`src/rtl/window_mac_array_if.sv`:
```
// rtl/window_mac_array_if.sv - element/weight input and neuron result bundle for window_mac_array
interface window_mac_array_if;
   logic        clear;
   logic        a_element_ready;
   logic [15:0] a0_element;
   logic [15:0] a1_element;
   logic [15:0] a2_element;
   logic [15:0] a3_element;
   logic [15:0] weight_element;
   logic [15:0] bias;
   logic        result_valid;
   logic [15:0] result0;
   logic [15:0] result1;
   logic [15:0] result2;
   logic [15:0] result3;
   logic [3:0]  saturated;
   logic        busy;

   modport master (
      output clear, a_element_ready, a0_element, a1_element, a2_element, a3_element,
             weight_element, bias,
      input  result_valid, result0, result1, result2, result3, saturated, busy
   );

   modport slave (
      input  clear, a_element_ready, a0_element, a1_element, a2_element, a3_element,
             weight_element, bias,
      output result_valid, result0, result1, result2, result3, saturated, busy
   );
endinterface

```
`src/rtl/window_mac_array.sv`:
```
// rtl/window_mac_array.sv - four-lane Q8.8 windowed MAC with bias, optional ReLU, round and saturate
module window_mac_array #(
   parameter int WINDOW_LEN = 9,
   parameter int FRAC_BITS  = 8,
   parameter int ACC_WIDTH  = 36,
   parameter bit RELU_EN    = 1'b1
) (
   input  logic              clock,
   input  logic              clear_n,
   window_mac_array_if.slave bus
);
   localparam int CNT_W = $clog2(WINDOW_LEN);
   localparam logic [CNT_W-1:0]            LAST_CNT  = CNT_W'(WINDOW_LEN - 1);
   localparam logic signed [ACC_WIDTH-1:0] RND_CONST = ACC_WIDTH'(2 ** (FRAC_BITS - 1));
   localparam logic signed [ACC_WIDTH-1:0] SAT_MAX   = ACC_WIDTH'(32767);
   localparam logic signed [ACC_WIDTH-1:0] SAT_MIN   = ACC_WIDTH'(-32768);

   logic signed [15:0] w_a [4];
   logic signed [15:0] w_weight;
   logic               w_accept;
   logic               w_last_in;

   logic [CNT_W-1:0]       r_count;
   logic signed [31:0]     r_prod [4];
   logic                   r_prod_valid;
   logic                   r_prod_first;
   logic                   r_prod_last;
   logic signed [15:0]     r_bias;
   logic signed [ACC_WIDTH-1:0] r_acc [4];
   logic                   r_finish;
   logic signed [15:0]     r_result [4];
   logic [3:0]             r_saturated;
   logic                   r_result_valid;

   logic signed [ACC_WIDTH-1:0] w_round [4];
   logic signed [ACC_WIDTH-1:0] w_sum [4];
   logic signed [15:0]          w_res [4];
   logic [3:0]                  w_sat;

   assign w_a[0]    = bus.a0_element;
   assign w_a[1]    = bus.a1_element;
   assign w_a[2]    = bus.a2_element;
   assign w_a[3]    = bus.a3_element;
   assign w_weight  = bus.weight_element;
   assign w_accept  = bus.a_element_ready & ~bus.clear;
   assign w_last_in = (r_count == LAST_CNT);

   always_ff @(posedge clock or negedge clear_n) begin
      if (!clear_n) begin
         r_count <= '0;
      end else if (bus.clear) begin
         r_count <= '0;
      end else if (bus.a_element_ready) begin
         r_count <= w_last_in ? '0 : r_count + 1'b1;
      end
   end

   // Stage 1: lane products plus window position tags; bias captured with the last element
   always_ff @(posedge clock or negedge clear_n) begin
      if (!clear_n) begin
         r_prod_valid <= 1'b0;
         r_prod_first <= 1'b0;
         r_prod_last  <= 1'b0;
         r_bias       <= '0;
         for (int i = 0; i < 4; i++) r_prod[i] <= '0;
      end else begin
         r_prod_valid <= w_accept;
         if (w_accept) begin
            r_prod_first <= (r_count == '0);
            r_prod_last  <= w_last_in;
            if (w_last_in) r_bias <= bus.bias;
            for (int i = 0; i < 4; i++)
               r_prod[i] <= $signed(32'(w_a[i])) * $signed(32'(w_weight));
         end
      end
   end

   // Stage 2: first product loads, later ones add; clear drops the product in flight
   always_ff @(posedge clock or negedge clear_n) begin
      if (!clear_n) begin
         r_finish <= 1'b0;
         for (int i = 0; i < 4; i++) r_acc[i] <= '0;
      end else begin
         r_finish <= r_prod_valid & r_prod_last & ~bus.clear;
         if (r_prod_valid && !bus.clear) begin
            for (int i = 0; i < 4; i++)
               r_acc[i] <= r_prod_first ? ACC_WIDTH'(r_prod[i])
                                        : r_acc[i] + ACC_WIDTH'(r_prod[i]);
         end
      end
   end

   // Stage 3 reads the finished accumulators combinationally on the same edge the next
   // window's first product reloads them, so the registered result is the snapshot.
   always_comb begin
      w_sat = '0;
      for (int i = 0; i < 4; i++) begin
         w_round[i] = (r_acc[i] + RND_CONST) >>> FRAC_BITS;
         w_sum[i]   = w_round[i] + ACC_WIDTH'(r_bias);
         if (RELU_EN && w_sum[i][ACC_WIDTH-1]) begin
            w_res[i] = '0;
         end else if (w_sum[i] > SAT_MAX) begin
            w_res[i] = 16'sh7FFF;
            w_sat[i] = 1'b1;
         end else if (w_sum[i] < SAT_MIN) begin
            w_res[i] = 16'sh8000;
            w_sat[i] = 1'b1;
         end else begin
            w_res[i] = w_sum[i][15:0];
         end
      end
   end

   always_ff @(posedge clock or negedge clear_n) begin
      if (!clear_n) begin
         r_result_valid <= 1'b0;
         r_saturated    <= '0;
         for (int i = 0; i < 4; i++) r_result[i] <= '0;
      end else begin
         r_result_valid <= r_finish;
         if (r_finish) begin
            r_saturated <= w_sat;
            for (int i = 0; i < 4; i++) r_result[i] <= w_res[i];
         end
      end
   end

   assign bus.result_valid = r_result_valid;
   assign bus.result0      = r_result[0];
   assign bus.result1      = r_result[1];
   assign bus.result2      = r_result[2];
   assign bus.result3      = r_result[3];
   assign bus.saturated    = r_saturated;
   assign bus.busy         = (r_count != '0) | r_prod_valid | r_finish;
endmodule

```
`src/flat_wrapper.sv`:
```
// flat-port wrapper written by rule: the top's interface ports become plain ports
module window_mac_array_flat 
#(
   parameter int WINDOW_LEN = 9,
   parameter int FRAC_BITS  = 8,
   parameter int ACC_WIDTH  = 36,
   parameter bit RELU_EN    = 1'b1
)
  (clock, clear_n, bus_clear, bus_a_element_ready, bus_a0_element, bus_a1_element, bus_a2_element, bus_a3_element, bus_weight_element, bus_bias, bus_result_valid, bus_result0, bus_result1, bus_result2, bus_result3, bus_saturated, bus_busy);
  window_mac_array_if bus_i ();
  input  logic clock;
  input  logic clear_n;
  input wire logic [$bits(bus_i.clear)-1:0] bus_clear;
  input wire logic [$bits(bus_i.a_element_ready)-1:0] bus_a_element_ready;
  input wire logic [$bits(bus_i.a0_element)-1:0] bus_a0_element;
  input wire logic [$bits(bus_i.a1_element)-1:0] bus_a1_element;
  input wire logic [$bits(bus_i.a2_element)-1:0] bus_a2_element;
  input wire logic [$bits(bus_i.a3_element)-1:0] bus_a3_element;
  input wire logic [$bits(bus_i.weight_element)-1:0] bus_weight_element;
  input wire logic [$bits(bus_i.bias)-1:0] bus_bias;
  output wire logic [$bits(bus_i.result_valid)-1:0] bus_result_valid;
  output wire logic [$bits(bus_i.result0)-1:0] bus_result0;
  output wire logic [$bits(bus_i.result1)-1:0] bus_result1;
  output wire logic [$bits(bus_i.result2)-1:0] bus_result2;
  output wire logic [$bits(bus_i.result3)-1:0] bus_result3;
  output wire logic [$bits(bus_i.saturated)-1:0] bus_saturated;
  output wire logic [$bits(bus_i.busy)-1:0] bus_busy;
  assign bus_i.clear = bus_clear;
  assign bus_i.a_element_ready = bus_a_element_ready;
  assign bus_i.a0_element = bus_a0_element;
  assign bus_i.a1_element = bus_a1_element;
  assign bus_i.a2_element = bus_a2_element;
  assign bus_i.a3_element = bus_a3_element;
  assign bus_i.weight_element = bus_weight_element;
  assign bus_i.bias = bus_bias;
  assign bus_result_valid = bus_i.result_valid;
  assign bus_result0 = bus_i.result0;
  assign bus_result1 = bus_i.result1;
  assign bus_result2 = bus_i.result2;
  assign bus_result3 = bus_i.result3;
  assign bus_saturated = bus_i.saturated;
  assign bus_busy = bus_i.busy;
  window_mac_array #(.WINDOW_LEN(WINDOW_LEN), .FRAC_BITS(FRAC_BITS), .ACC_WIDTH(ACC_WIDTH), .RELU_EN(RELU_EN)) u_core (.clock(clock), .clear_n(clear_n), .bus(bus_i));
endmodule
```
`config.mk`:
```
export PLATFORM = sky130hd
export DESIGN_NAME = window_mac_array_flat
export DESIGN_NICKNAME = d
export VERILOG_FILES = /design/src/rtl/window_mac_array_if.sv /design/src/rtl/window_mac_array.sv /design/src/flat_wrapper.sv
export SDC_FILE = /design/constraint.sdc
export NUM_CORES = 2
export LEC_CHECK = 0
export CAP_MARGIN = 40
export CORE_MARGIN = 5
export CORE_UTILIZATION = 30
export CTS_CLUSTER_DIAMETER = 200
export DETAILED_ROUTE_END_ITERATION = 16
export PLACE_DENSITY_LB_ADDON = 0.15
export SYNTH_ARGS = -nofsm -noshare
export SYNTH_HDL_FRONTEND = slang
export SYNTH_SLANG_ARGS = --single-unit
export TNS_END_PERCENT = 5
```
`constraint.sdc`:
```
create_clock -name clock -period 8.8 [get_ports clock]
set_clock_uncertainty 0.15 [all_clocks]
set_input_delay 1.32 -clock clock [delete_from_list [all_inputs] [get_ports clock]]
set_output_delay 1.32 -clock clock [all_outputs]
set_load 0.03 [all_outputs]
```
==> reports/metrics.cfg <==
[floorplan]
start_util_pct = 30.2
die_area_um2 = 236000
ios = 170
fp-row-count = 174
die_w_um = 486
coreArea_um2 = 225000
die_h_um = 486

[drt]
firstDrtPassIters = 5
ant_nets = 0
wl_per_cell_um = 19.0
drc_errors = 0
wirelength_um = 208000
vias_per_cell = 4.81
drt_iter0_markers = 3124
vias = 52700

[layout]
area_growth_pct = 11.2
layout_commonest_cell = inv_1
final_cell_mix = inv_1, fa_1, nand2_1, ha_1, and2_1
final_nets = 9644
drive_gt1_share_pct = 4.08
final_cell_count_no_fill = 10900

[logic_synthesis]
ys_ff_latch = 365
synth_area_leaders = fa_1, dfrtp_1, ha_1, inv_1, nand2_1
yosys.area.top_type = fa_1
seq_area_frac_synth_pct = 13.4
ys_warn_count = 0
synth_top_area_share_pct = 31.1
ys_types = 91
synthFlopType = dfrtp_1
syn_nets = 9578
synth_edf_count = 0
netlist_instances = 7836
syn_area_per_cell_um2 = 8.68
async_flop_share_pct = 100
syn_area_um2 = 68000

[timing]
fmax_mhz = 130
rsz0062_at_grt = false
max_slew_margin_pct = 38.5
layout_min_cycle_time_ns = 7.69
fin_setup_tns_ns = 0
maxSlewViolCount = 0
tightestPinTransition_ns = 0.923
hold_viol_final = 0
fin_crit_sh_pct = 87.4
setup_viol_count_final = 0

[critical_path]
r2r_slack_ns = 3.37
path_buf_inv = 5
critPathLaunch = bus_a2_element[15]
critPathKind = primary input to flop
setup.worst_path.end_class = flop
timing.rr.end = u_core.bus.result1[14]$_DFFE_PN0P_
slowest_delay_ns = 0.62
worstReg2RegStart = u_core.r_acc[81]$_DFFE_PN0P_
critPathRequiredTime_ns = 9.16
critical_path.cell_chain = clkdlybuf4s50_1 -> buf_4 -> nand2_1 -> fa_1 -> inv_1 -> fa_1 -> fa_1 -> fa_1 -> fa_1 -> inv_1 -> fa_1 -> inv_1 -> ha_1 -> and2_1 -> a221o_1 -> a21oi_1 -> nor2_1 -> a2111oi_0 -> o21bai_1 -> a221oi_1 -> o21bai_1 -> a21oi_1 -> or4b_2 -> nand3_1
worstPathMaxFanout = 12
worstRegToRegCells = 18
worstPathArrival_ns = 8.05
cp_top_family = adder cells
crit_slowest_cell = clkdlybuf4s50_1
critPathLaunchType = primary input
cp_common_cell = fa_1

[clock_network]
tritoncts = built
htreeDepth = 2
cts_buffer_depth = 3
worstSkewPairLatency_ns = 0.67
post_cts_buffers = 0
cts_resized = 0
path_clk_slew_ns = 0.06
cts_sinks = 365
numCtsBuffers = 51
hold_buffers = 0
cts_root_buf = clkbuf_16

[min_path]
hold-path-cell-count = 1
min_to = u_core.r_prod_last$_DFFE_PN0P_
min_from = u_core.r_prod_last$_DFFE_PN0P_
hp-class = flop to flop

[status]
outcome = complete, no violations

[placed_design]
hpwl_um = 170000
dp_cells = 10800
io_buffers = 169
gp_congestion = 0.860

[global_routing]
grt_max_degree = 218
grt_pass1_wl_um = 327000
track_usage_pct = 17.5
overflow = 0
antenna_found_initial = 13
grt_pass1_vias = 54300

[run]
cap_violations = 0

## through the flow
stage | hold WS, ns | setup slack [ns] | cell area, µm² | util [%]
floorplan | 0.266 | 1.20 | 68000 | -
global placement | 0.318 | 0.503 | 73600 | 32.7
detailed placement | 0.319 | 0.472 | 73700 | 32.7
CTS | 0.333 | 1.17 | 75600 | 33.6
global route | 0.352 | 0.737 | 75600 | 33.6
finish | 0.328 | 1.11 | 75700 | 33.6
## layer usage
| layer | global-route usage (%) | wire length [µm] | up-vias |
|---|---|---|---|
| met1 | 27.2 | 109000 | 26100 |
| met2 | 26.0 | 86700 | 1004 |
| met4 | 2.66 | 2930 | 0 |
| met3 | 2.44 | 9470 | 156 |
| li1 | - | - | 25400 |
| met5 | 0 | 0 | - |
## cell families (layout without fill, tap and decap cells)
| family | after synthesis | count (layout) | share of synthesized area [%] |
|---|---|---|---|
| AOI/OAI and AO/OA | 1473 | 1473 | 13.5 |
| xor gates and xnor gates | 415 | 415 | 5.34 |
| adders and majority gates | 1642 | 1642 | 41.9 |
| buffers and inverters | 1551 | 1660 | 8.58 |
| DFF | 365 | 365 | 13.4 |
| muxes | 41 | 41 | 0.644 |
| other | 0 | 7 | 0 |
| and+or+nand+nor | 2349 | 2349 | 16.6 |
## flip-flops by register name, summed over array words and instances (netlist names), 4 cells and up
register and flops:
u_core.bus.result1 16, u_core.r_acc 144, u_core.bus.result2 16, u_core.r_count 4
u_core.bus.result0 16, u_core.r_bias 16, u_core.bus.result3 16, u_core.bus.saturated 4
u_core.r_prod 128
## how the worst max path moves through the flow
stage / endpoint / slack, ns / depth (start not counted)
6_report: u_core.r_prod[62]$_DFFE_PN0P_ / 1.11 / 24
5_1_grt: u_core.r_prod[62]$_DFFE_PN0P_ / 0.74 / 24
4_1_cts: u_core.r_prod[62]$_DFFE_PN0P_ / 1.17 / 24
3_5_place_dp: u_core.r_prod[92]$_DFFE_PN0P_ / 0.47 / 24
3_3_place_gp: u_core.r_prod[127]$_DFFE_PN0P_ / 0.50 / 21
2_1_floorplan: u_core.r_prod[62]$_DFFE_PN0P_ / 1.20 / 22
## worst register-to-register path: cells and delay by family, from the launching register on
family | cells | cell delay, ns
compound gates | 7 | 1.68
xor+xnor | 1 | 0.18
fa+ha+maj | 1 | 0.35
buf+inv | 1 | 0.24
flops | 1 | 0.51
simple gates | 8 | 2.20
## layout make-up
class,count,area (µm²)
timing repair buffer,324,3090
multi-input combinational,5920,53100
inverter,1240,4650
antenna,7,17.5
fill,23600,150000
tap,2992,3740
clock inverter,28,503
sequential,365,9140
clock buffer,68,1430
## cell usage after synthesis (52+ instances only)
cell type     n
inv_1      1238
fa_1       1056
nand2_1     985
ha_1        586
and2_1      502
a21oi_1     425
o21ai_0     421
dfrtp_1     365
nor2_1      345
clkbuf_1    297
xnor2_1     277
a21o_1      188
xor2_1      138
nand3_1     106
nand2b_1     98
nor2b_1      68
and3_1       63
a211oi_1     62
o21a_1       52
Power is left out: the tool's default activity adds up to more than one toggle a clock period on the data nets, which glitch-free logic cannot reach.
